### src/rtl/mem_access_ctrl.sv
// ---------------------------------------------------------------------------
// mem_access_ctrl
//
// Purpose:
//   Load/store unit front end sitting between a pipeline and a 32-bit
//   word-organised memory. It accepts one request at a time, and for each
//   request it:
//     - converts the byte address into a word address plus byte enables,
//     - shifts store data into the addressed byte lanes,
//     - selects and sign/zero-extends load data.
//   A request is misaligned when it crosses a word boundary: a half at
//   offset 3, or a word at any non-zero offset.
//
// Configuration macro:
//   MISALIGNED_SPLIT_EN
//     Defined:   a misaligned request becomes two word accesses, the
//                aligned word and the next word (wrapping at the top of the
//                address space). The two results are merged.
//     Undefined: a misaligned request is answered one cycle after
//                acceptance with misalign_o = 1 and no memory access.
//
// Ports:
//   clk_i, rst_ni      clock, asynchronous active-low reset
//   req_valid_i/ready  request handshake (ready only while idle)
//   req_we_i           1 = store, 0 = load
//   addr_i, wdata_i    byte address, right-aligned store data
//   mem_type_i         01 byte, 10 half, 00/11 word
//   mem_sign_i         0 sign-extend, 1 zero-extend (loads)
//   rsp_valid_o        one-cycle completion pulse
//   rdata_o            extended load data (0 for stores / when idle)
//   misalign_o         misalignment error, qualified by rsp_valid_o
//   mem_req_o ..       word-aligned memory request, held until mem_ack_i
//   mem_ack_i          access complete, mem_rdata_i valid with it
// ---------------------------------------------------------------------------
module mem_access_ctrl #(
    parameter int ADDR_WIDTH = 32
) (
    input  logic                  clk_i,
    input  logic                  rst_ni,
    input  logic                  req_valid_i,
    output logic                  req_ready_o,
    input  logic                  req_we_i,
    input  logic [ADDR_WIDTH-1:0] addr_i,
    input  logic [ADDR_WIDTH-1:0] wdata_i,
    input  logic [1:0]            mem_type_i,
    input  logic                  mem_sign_i,
    output logic                  rsp_valid_o,
    output logic [ADDR_WIDTH-1:0] rdata_o,
    output logic                  misalign_o,
    output logic                  mem_req_o,
    output logic                  mem_we_o,
    output logic [ADDR_WIDTH-1:0] mem_addr_o,
    output logic [3:0]            mem_be_o,
    output logic [ADDR_WIDTH-1:0] mem_wdata_o,
    input  logic                  mem_ack_i,
    input  logic [ADDR_WIDTH-1:0] mem_rdata_i
);

`ifdef MISALIGNED_SPLIT_EN
    localparam bit SPLIT_EN = 1'b1;
`else
    localparam bit SPLIT_EN = 1'b0;
`endif

    typedef enum logic [1:0] {
        IDLE = 2'd0,
        ACC1 = 2'd1,
        ACC2 = 2'd2,
        RESP = 2'd3
    } state_t;

    // Byte-enable pattern of the access size before shifting into its lane.
    function automatic logic [3:0] base_be(input logic [1:0] mtype);
        logic [3:0] be;
        case (mtype)
            2'b01:   be = 4'b0001;
            2'b10:   be = 4'b0011;
            default: be = 4'b1111;
        endcase
        return be;
    endfunction

    function automatic logic is_misaligned(input logic [1:0] mtype,
                                           input logic [1:0] off);
        logic mis;
        case (mtype)
            2'b01:   mis = 1'b0;
            2'b10:   mis = (off == 2'd3);
            default: mis = (off != 2'd0);
        endcase
        return mis;
    endfunction

    // The two memory words are viewed as one little-endian double word;
    // shifting it down by the byte offset puts the addressed data at bit 0
    // whether or not the access was split.
    function automatic logic [ADDR_WIDTH-1:0] load_extract(
        input logic [2*ADDR_WIDTH-1:0] pair,
        input logic [1:0]              off,
        input logic [1:0]              mtype,
        input logic                    zext
    );
        logic [2*ADDR_WIDTH-1:0] sh;
        logic [ADDR_WIDTH-1:0]   res;
        sh = pair >> {off, 3'b000};
        case (mtype)
            2'b01: begin
                if (zext) res = {{(ADDR_WIDTH-8){1'b0}}, sh[7:0]};
                else      res = {{(ADDR_WIDTH-8){sh[7]}}, sh[7:0]};
            end
            2'b10: begin
                if (zext) res = {{(ADDR_WIDTH-16){1'b0}}, sh[15:0]};
                else      res = {{(ADDR_WIDTH-16){sh[15]}}, sh[15:0]};
            end
            default: res = sh[ADDR_WIDTH-1:0];
        endcase
        return res;
    endfunction

    state_t                  state_q, state_d;
    logic                    we_q, we_d;
    logic [1:0]              off_q, off_d;
    logic [1:0]              type_q, type_d;
    logic                    zext_q, zext_d;
    logic                    need2_q, need2_d;
    logic [ADDR_WIDTH-1:0]   lo_word_q, lo_word_d;
    logic [ADDR_WIDTH-1:0]   rdata_q, rdata_d;
    logic                    misalign_q, misalign_d;
    logic                    mem_req_q, mem_req_d;
    logic                    mem_we_q, mem_we_d;
    logic [ADDR_WIDTH-1:0]   mem_addr_q, mem_addr_d;
    logic [3:0]              mem_be_q, mem_be_d;
    logic [ADDR_WIDTH-1:0]   mem_wdata_q, mem_wdata_d;
    logic [3:0]              be_hi_q, be_hi_d;
    logic [ADDR_WIDTH-1:0]   wdata_hi_q, wdata_hi_d;

    // Request decoding. Byte enables and store data are shifted as a
    // double word so that lanes pushed past byte 3 land in the upper half,
    // ready to be used by the second access of a split request.
    logic [1:0]              req_off;
    logic                    req_mis;
    logic [7:0]              req_be_pair;
    logic [2*ADDR_WIDTH-1:0] req_wdata_pair;
    logic                    ack_seen;

    always_comb begin
        req_off        = addr_i[1:0];
        req_mis        = is_misaligned(mem_type_i, req_off);
        req_be_pair    = {4'b0000, base_be(mem_type_i)} << req_off;
        req_wdata_pair = {{ADDR_WIDTH{1'b0}}, wdata_i} << {req_off, 3'b000};
        ack_seen       = mem_ack_i & mem_req_q;
    end

    // Next-state and datapath. The mem_* registers are loaded when an
    // access starts and left untouched until its acknowledge, which is what
    // keeps the memory interface stable across wait states. They are
    // cleared when the last access completes so the memory side is quiet
    // whenever no access is in progress.
    always_comb begin
        state_d     = state_q;
        we_d        = we_q;
        off_d       = off_q;
        type_d      = type_q;
        zext_d      = zext_q;
        need2_d     = need2_q;
        lo_word_d   = lo_word_q;
        rdata_d     = rdata_q;
        misalign_d  = misalign_q;
        mem_req_d   = mem_req_q;
        mem_we_d    = mem_we_q;
        mem_addr_d  = mem_addr_q;
        mem_be_d    = mem_be_q;
        mem_wdata_d = mem_wdata_q;
        be_hi_d     = be_hi_q;
        wdata_hi_d  = wdata_hi_q;

        case (state_q)
            IDLE: begin
                if (req_valid_i) begin
                    we_d    = req_we_i;
                    off_d   = req_off;
                    type_d  = mem_type_i;
                    zext_d  = mem_sign_i;
                    rdata_d = '0;
                    if (req_mis && !SPLIT_EN) begin
                        state_d    = RESP;
                        misalign_d = 1'b1;
                        need2_d    = 1'b0;
                    end else begin
                        state_d     = ACC1;
                        misalign_d  = 1'b0;
                        need2_d     = req_mis;
                        mem_req_d   = 1'b1;
                        mem_we_d    = req_we_i;
                        mem_addr_d  = {addr_i[ADDR_WIDTH-1:2], 2'b00};
                        mem_be_d    = req_be_pair[3:0];
                        mem_wdata_d = req_wdata_pair[ADDR_WIDTH-1:0];
                        be_hi_d     = req_be_pair[7:4];
                        wdata_hi_d  = req_wdata_pair[2*ADDR_WIDTH-1:ADDR_WIDTH];
                    end
                end
            end

            ACC1: begin
                if (ack_seen) begin
                    lo_word_d = mem_rdata_i;
                    if (need2_q) begin
                        // Address addition wraps naturally at the top word.
                        state_d     = ACC2;
                        mem_addr_d  = mem_addr_q + ADDR_WIDTH'(4);
                        mem_be_d    = be_hi_q;
                        mem_wdata_d = wdata_hi_q;
                    end else begin
                        state_d     = RESP;
                        rdata_d     = we_q ? '0 :
                                      load_extract({{ADDR_WIDTH{1'b0}}, mem_rdata_i},
                                                   off_q, type_q, zext_q);
                        mem_req_d   = 1'b0;
                        mem_we_d    = 1'b0;
                        mem_addr_d  = '0;
                        mem_be_d    = '0;
                        mem_wdata_d = '0;
                    end
                end
            end

            ACC2: begin
                if (ack_seen) begin
                    state_d     = RESP;
                    rdata_d     = we_q ? '0 :
                                  load_extract({mem_rdata_i, lo_word_q},
                                               off_q, type_q, zext_q);
                    mem_req_d   = 1'b0;
                    mem_we_d    = 1'b0;
                    mem_addr_d  = '0;
                    mem_be_d    = '0;
                    mem_wdata_d = '0;
                end
            end

            RESP: begin
                state_d    = IDLE;
                rdata_d    = '0;
                misalign_d = 1'b0;
            end

            default: begin
                state_d = IDLE;
            end
        endcase
    end

    // State and datapath registers. Reset abandons any access in flight:
    // the controller returns to IDLE with the memory request dropped, so a
    // late acknowledge finds nothing waiting for it.
    always_ff @(posedge clk_i or negedge rst_ni) begin
        if (!rst_ni) begin
            state_q     <= IDLE;
            we_q        <= 1'b0;
            off_q       <= 2'b00;
            type_q      <= 2'b00;
            zext_q      <= 1'b0;
            need2_q     <= 1'b0;
            lo_word_q   <= '0;
            rdata_q     <= '0;
            misalign_q  <= 1'b0;
            mem_req_q   <= 1'b0;
            mem_we_q    <= 1'b0;
            mem_addr_q  <= '0;
            mem_be_q    <= 4'b0000;
            mem_wdata_q <= '0;
            be_hi_q     <= 4'b0000;
            wdata_hi_q  <= '0;
        end else begin
            state_q     <= state_d;
            we_q        <= we_d;
            off_q       <= off_d;
            type_q      <= type_d;
            zext_q      <= zext_d;
            need2_q     <= need2_d;
            lo_word_q   <= lo_word_d;
            rdata_q     <= rdata_d;
            misalign_q  <= misalign_d;
            mem_req_q   <= mem_req_d;
            mem_we_q    <= mem_we_d;
            mem_addr_q  <= mem_addr_d;
            mem_be_q    <= mem_be_d;
            mem_wdata_q <= mem_wdata_d;
            be_hi_q     <= be_hi_d;
            wdata_hi_q  <= wdata_hi_d;
        end
    end

    // Response fields are additionally gated by rsp_valid_o so that they
    // read as zero outside the single response cycle.
    always_comb begin
        req_ready_o = (state_q == IDLE);
        rsp_valid_o = (state_q == RESP);
        rdata_o     = rsp_valid_o ? rdata_q : '0;
        misalign_o  = rsp_valid_o & misalign_q;
        mem_req_o   = mem_req_q;
        mem_we_o    = mem_we_q;
        mem_addr_o  = mem_addr_q;
        mem_be_o    = mem_be_q;
        mem_wdata_o = mem_wdata_q;
    end

endmodule

### config.mk
export PLATFORM = sky130hd
export DESIGN_NAME = mem_access_ctrl
export DESIGN_NICKNAME = d
export VERILOG_FILES = /design/src/rtl/mem_access_ctrl.sv
export SDC_FILE = /design/constraint.sdc
export NUM_CORES = 1
export LEC_CHECK = 0
export CORE_ASPECT_RATIO = 2
export CORE_UTILIZATION = 55
export DETAILED_ROUTE_END_ITERATION = 7
export DONT_BUFFER_PORTS = 1
export PLACE_DENSITY_LB_ADDON = 0.08
export SYNTH_ARGS = -nofsm -noshare
export SYNTH_HDL_FRONTEND = slang
export SYNTH_SLANG_ARGS = --single-unit
### constraint.sdc
create_clock -name clk_i -period 3.3 [get_ports clk_i]
set_input_delay 0.825 -clock clk_i [delete_from_list [all_inputs] [get_ports clk_i]]
set_output_delay 0.825 -clock clk_i [all_outputs]
set_load 0.02 [all_outputs]
==> results of run 1 <==
worst max-delay path, cell delays in order (launching register included):
cell	delay [ns]
dfrtp_1	0.43
ha_1	0.42
buf_4	0.32
and2_1	0.31
power groups by stage:
stage	clock, uW	combinational [uW]	sequential, uW
3_3_place_gp	0	4020	3280
6_report	1800	4150	3270
5_1_grt	1890	4540	3350
2_1_floorplan	0	3310	3080
3_5_place_dp	0	4140	3300
4_1_cts	1830	4140	3280
final cells by class:
cell class,instances,area (sq um)
Clock buffer,17,425.4
Inverter,14,52.55
Tap cell,189,236.5
Clock inverter,15,127.6
Timing Repair Buffer,13,110.1
Multi-Input combinational cell,566,4038
Sequential cell,141,3530
Fill cell,1205,5448
worst paths after layout:
kind	endpoint	cells past startpoint
setup / recovery	rdata_o[21]	3
hold / removal	lo_word_q[29]	0
setup reg to reg	rdata_q[17]	8
hold reg to reg	rdata_q[22]	1
max in group asynchronous	off_q[0]	0
min in group clk_i	rdata_q[22]	1
synthesized netlist by cell type, types with 5 or more instances:
library cell / count
nand3_1: 5
a221o_1: 14
a22o_1: 15
clkbuf_1: 28
buf_2: 22
a21o_1: 10
a311o_1: 6
ha_1: 10
nor2b_1: 10
a211oi_1: 8
o21ai_1: 16
mux2i_1: 42
mux2_2: 69
and2_1: 33
nand2b_1: 36
a2111oi_0: 6
a21oi_1: 26
inv_1: 13
nand2_1: 96
o31ai_1: 11
nor2_1: 31
o211ai_1: 9
o21ai_0: 60
buf_1: 7
a221oi_1: 12
dfrtp_1: 141
registers in the layout (all words and copies together), names as in the netlist:
register / cells
lo_word_q: 32
mem_wdata_o: 32
rdata_q: 32
mem_addr_o: 30
mem_be_o: 4
off_q: 2
state_q: 2
type_q: 2
mem_req_o: 1
mem_we_o: 1
misalign_q: 1
we_q: 1
zext_q: 1
routing by layer:
metal / global-route usage / routed length [microns] / vias up
met5: 0 / 0 / -
met4: 0.2275 / 1540 / 0
met3: 0.07821 / 1363 / 70
met2: 0.5601 / 12080 / 239
met1: 0.3023 / 7323 / 2901
li1: - / - / 2750
logic make-up after synthesis:
logic type                 synth area share
AOI/OAI and AO/OA                    0.1875
adders and majority gates           0.01582
buffers and inverters               0.04493
DFF                                  0.4461
muxes                                0.1628
other                             0.0004742
and+or+nand+nor                      0.1424
stage by stage:
step,area [sq um],hold slack (ns),instances
4_1_cts,8519,0.08415,955
5_1_grt,8519,0.07669,955
6_report,8519,0.09355,955
3_5_place_dp,7966,0.4815,923
3_3_place_gp,7966,0.4737,923
2_1_floorplan,7913,0.4409,785
==> flow_summary.toml, run 1 <==
[clock_network]
clk_pin_slew_ns = 0.07
cts-resized-gates = 0
root_buffer = "clkbuf_16"
h-tree-depth = 4
clockBufferDepth = 2
cts_tree = "yes"
clock_sinks = 141
cts_inserted_buffers = 17
ctsHoldBuffers = 0
clk_latency_ns = 0.42
cts_setup_buffers = 0

[setup_path]
start_kind = "flip-flop"
required_ns = 2.47
path_class = "flip-flop to primary output"
arrival_ns = 1.91
rr_startpoint = "state_q[1]"
r2r_setup_slack_ns = 0.57
end_kind = "primary output"
worstSetupStartpoint = "state_q[0]"
cp_max_fo = 33

[global_route]
gr-total-overflow = 0
grt_pass1_vias = 6271
grt_max_degree = 142
grt_pass1_wl_microns = 34140
antenna_found_initial = 1
grtUsageTotal = 0.3125

[routing]
vias = 5960
route.detailed.drc = 0
ant_nets = 0
wl_microns = 22310
firstDrtPassIters = 4
via_per_inst = 6.241
drt_iter0_drc = 348
wl_per_cell_microns = 23.36

[floorplanning]
rows = 61
io_pins = 209
die_h_microns = 171.6
die_width_microns = 86.79
start_util = 0.5662
core_sq_um = 13970
dieArea_sq_um = 14890

[power]
p_sw_frac = 0.4585
pwr-share-comb = 0.450
power_frac_clock = 0.195
switchingPower_uw = 4227
power.leakage_uw = 0.003791
seq_power_share = 0.355
power_uw = 9219
power_density_nw_per_um2 = 1082
max-vdd-ir-drop_mv = 0.6861
p_int_uw = 4992

[yosys]
ys_top_cells_by_area = "dfrtp_1 (45%), mux2_2 (9.8%), mux2i_1 (5.3%)"
synthCells = 784
synth_cell_types = 56
avgSynthCellArea_sq_um = 10.09
synth_area_sq_um = 7909
ys_seq_area_frac = 0.4461
ys_ff_latch = 141
synth_top_area_share = 0.4461
yosys_most_used_dff = "dfrtp_1"
async_reset_ff_frac = 1.000
yosys.area.top_type = "dfrtp_1"
ys.warnings.count = 0
synth-edff-count = 0

[layout]
drive_above_1_share = 0.1762
fin_util = 0.6100
final_nets = 867
final_common_cell = "dfrtp_1"
n_antenna_cell = 0
mostFrequentLayoutCells = "dfrtp_1 (140), nand2_1 (96), mux2_2 (69)"
areaGrowthSynthToFinish_pct = 7.720

[min_path]
min_path_type = "primary input to async pin"

[sta]
maxSlewHeadroom = 0.4611
skew_ns = 0.01055
timing.final.ws_setup_ns = 0.5621
rsz0062_at_grt = "no"
finalHoldViolCount = 0
fmax_ghz = 0.3653
report.final.slew_viol_count = 0
setup_viol = 0
worst_pin_slew_ns = 0.8083
fin_crit_ns = 2.738
fin_setup_tns_ns = 0
fin_crit_sh = 0.8297

[place]
routabilityCongestion = 0.8904
dpl_worst_slack_ns = 0.3982
port_buffers = 0
hpwl_microns = 16380

[outcome]
outcome = "finished, final reports clean"

[run]
drv_cap = 0
Power figures use the tool's default switching activity.
==> inputs of run 2 (changes only) <==
Clock period 3.3 ns to 2.3 ns, I/O delays scaled along.
==> flow_summary.toml, run 2 (synthesis results as in run 1) <==
[floorplanning]
start_util = 0.5662
rows = 61
dieArea_sq_um = 14890
io_pins = 209
core_sq_um = 13970
die_h_microns = 171.6
die_width_microns = 86.79

[global_route]
grt_max_degree = 142
gr-total-overflow = 0
antenna_found_initial = 0
grt_pass1_wl_microns = 34590
grt_pass1_vias = 6308
grtUsageTotal = 0.3207

[clock_network]
cts_inserted_buffers = 17
cts_setup_buffers = 0
root_buffer = "clkbuf_16"
clk_pin_slew_ns = 0.06
clockBufferDepth = 2
clock_sinks = 141
h-tree-depth = 4
clk_latency_ns = 0.43
cts_tree = "yes"

[routing]
ant_nets = 0
vias = 6082
wl_microns = 22880
drt_iter0_drc = 331
firstDrtPassIters = 5
via_per_inst = 6.187
wl_per_cell_microns = 23.27
route.detailed.drc = 0

[setup_path]
cp_slowest_stage_delay_ns = 0.43
cp_max_fo = 17
start_kind = "flip-flop"
path_class = "flip-flop to flip-flop"
arrival_ns = 2.58
path_depth = 8
slowest_stage = "a211o_4"
rr_worst_depth = 8
worst-path-buf-inv = 2
end_kind = "flip-flop"
required_ns = 2.67
cp_common_cell = "buf_4"
cp_cell_sequence = "buf_4 > ha_1 > o2bb2ai_1 > nand2b_1 > a211o_4 > buf_4 > a2111oi_1 > a21o_1"
path_delay_family = "compound AO/OA/AOI/OAI gates"

[layout]
fillers = 1158
final_nets = 896
final_common_cell = "dfrtp_1"
drive_above_1_share = 0.2469
finalNonFillerCells = 983
areaGrowthSynthToFinish_pct = 12.01
n_antenna_cell = 0
mostFrequentLayoutCells = "dfrtp_1 (140), nand2_1 (96), mux2_2 (69)"

[place]
dpl_worst_slack_ns = -0.1736
placedCellCount = 952
hpwl_microns = 17120
routabilityCongestion = 0.9893
port_buffers = 0

[sta]
finalHoldViolCount = 141
report.final.slew_viol_count = 0
setup_viol = 0
timing.final.ws_setup_ns = 0.08676
fin_hold_ws_ns = -0.1587
rsz0062_at_grt = "no"
fin_crit_ns = 2.213
fmax_ghz = 0.4518
worst_pin_slew_ns = 0.5935
maxSlewHeadroom = 0.6029
fin_crit_sh = 0.9623
skew_ns = 0.006194

[outcome]
violations = "negative hold slack"
outcome = "finished with violations"

[power]
power_density_nw_per_um2 = 1579
max-vdd-ir-drop_mv = 1.018
power.leakage_uw = 0.003981

[min_path]
min_path_type = "primary input to async pin"

[run]
drv_cap = 0
[run 2: cell types whose count changed in the layout (fill, tap and decap cells not counted), sizes merged]
cell	change
bufinv	+2
clkinv	-1
clkbuf	+2
buf	+29
inv	-4
[run 2: per-stage QoR]
stage / setup TNS (ns) / power (uW) / hold WS, ns / area [sq um] / util
6_report: 0 / 13990 / -0.1587 / 8859 / 0.6342
5_1_grt: 0 / 14800 / -0.1725 / 8859 / 0.6342
4_1_cts: 0 / 13970 / -0.1722 / 8837 / 0.6327
3_5_place_dp: -0.9448 / 11170 / 0.2825 / 8197 / 0.5868
3_3_place_gp: -0.1011 / 10930 / 0.2820 / 8197 / 0.5868
2_1_floorplan: 0 / 9173 / 0.2794 / 7913 / -
[run 2: worst paths after layout]
path | start | end | slack, ns
max in group asynchronous | rst_ni | rdata_q[18] | 2.14
worst max register to register | state_q[0] | mem_wdata_o[27] | 0.09
worst min-delay path | rst_ni | lo_word_q[13] | -0.16
min in group clk_i | wdata_i[2] | mem_wdata_o[2] | 0.28
worst min register to register | rdata_q[31] | rdata_q[31] | 0.49
worst max-delay path | state_q[0] | mem_wdata_o[27] | 0.09
[run 2: metal layers]
metal	track usage	vias up	share of wire
met5	0	-	0
met4	0.2848	0	0.088
met3	0.1075	75	0.071
met2	0.5652	232	0.53
met1	0.2788	2964	0.31
li1	-	2811	-
[run 2: layout make-up]
cell class                 count  area (sq um)  area share
clock buffer                  19         452.9     0.05113
clock inverter                12         135.1     0.01525
sequential                   141          3530      0.3984
multi-input combinational    566          4108      0.4637
inverter                      14         52.55    0.005932
tap                          189         236.5     0.02669
timing repair buffer          42         344.1     0.03884
[run 2: report_power, final]
| part | internal [uW] | switching, uW | leakage (uW) | total, uW |
|---|---|---|---|---|
| Clock | 1650 | 1080 | 0.000278 | 2730 |
| Combinational | 2680 | 3900 | 0.00187 | 6580 |
| Sequential | 3420 | 1260 | 0.00183 | 4680 |
[run 2: what timing repair did]
action	in CTS	in global routing
hold endpoints to repair	141	141
endpoints found under the setup margin	33	11
gates resized for setup	32	7
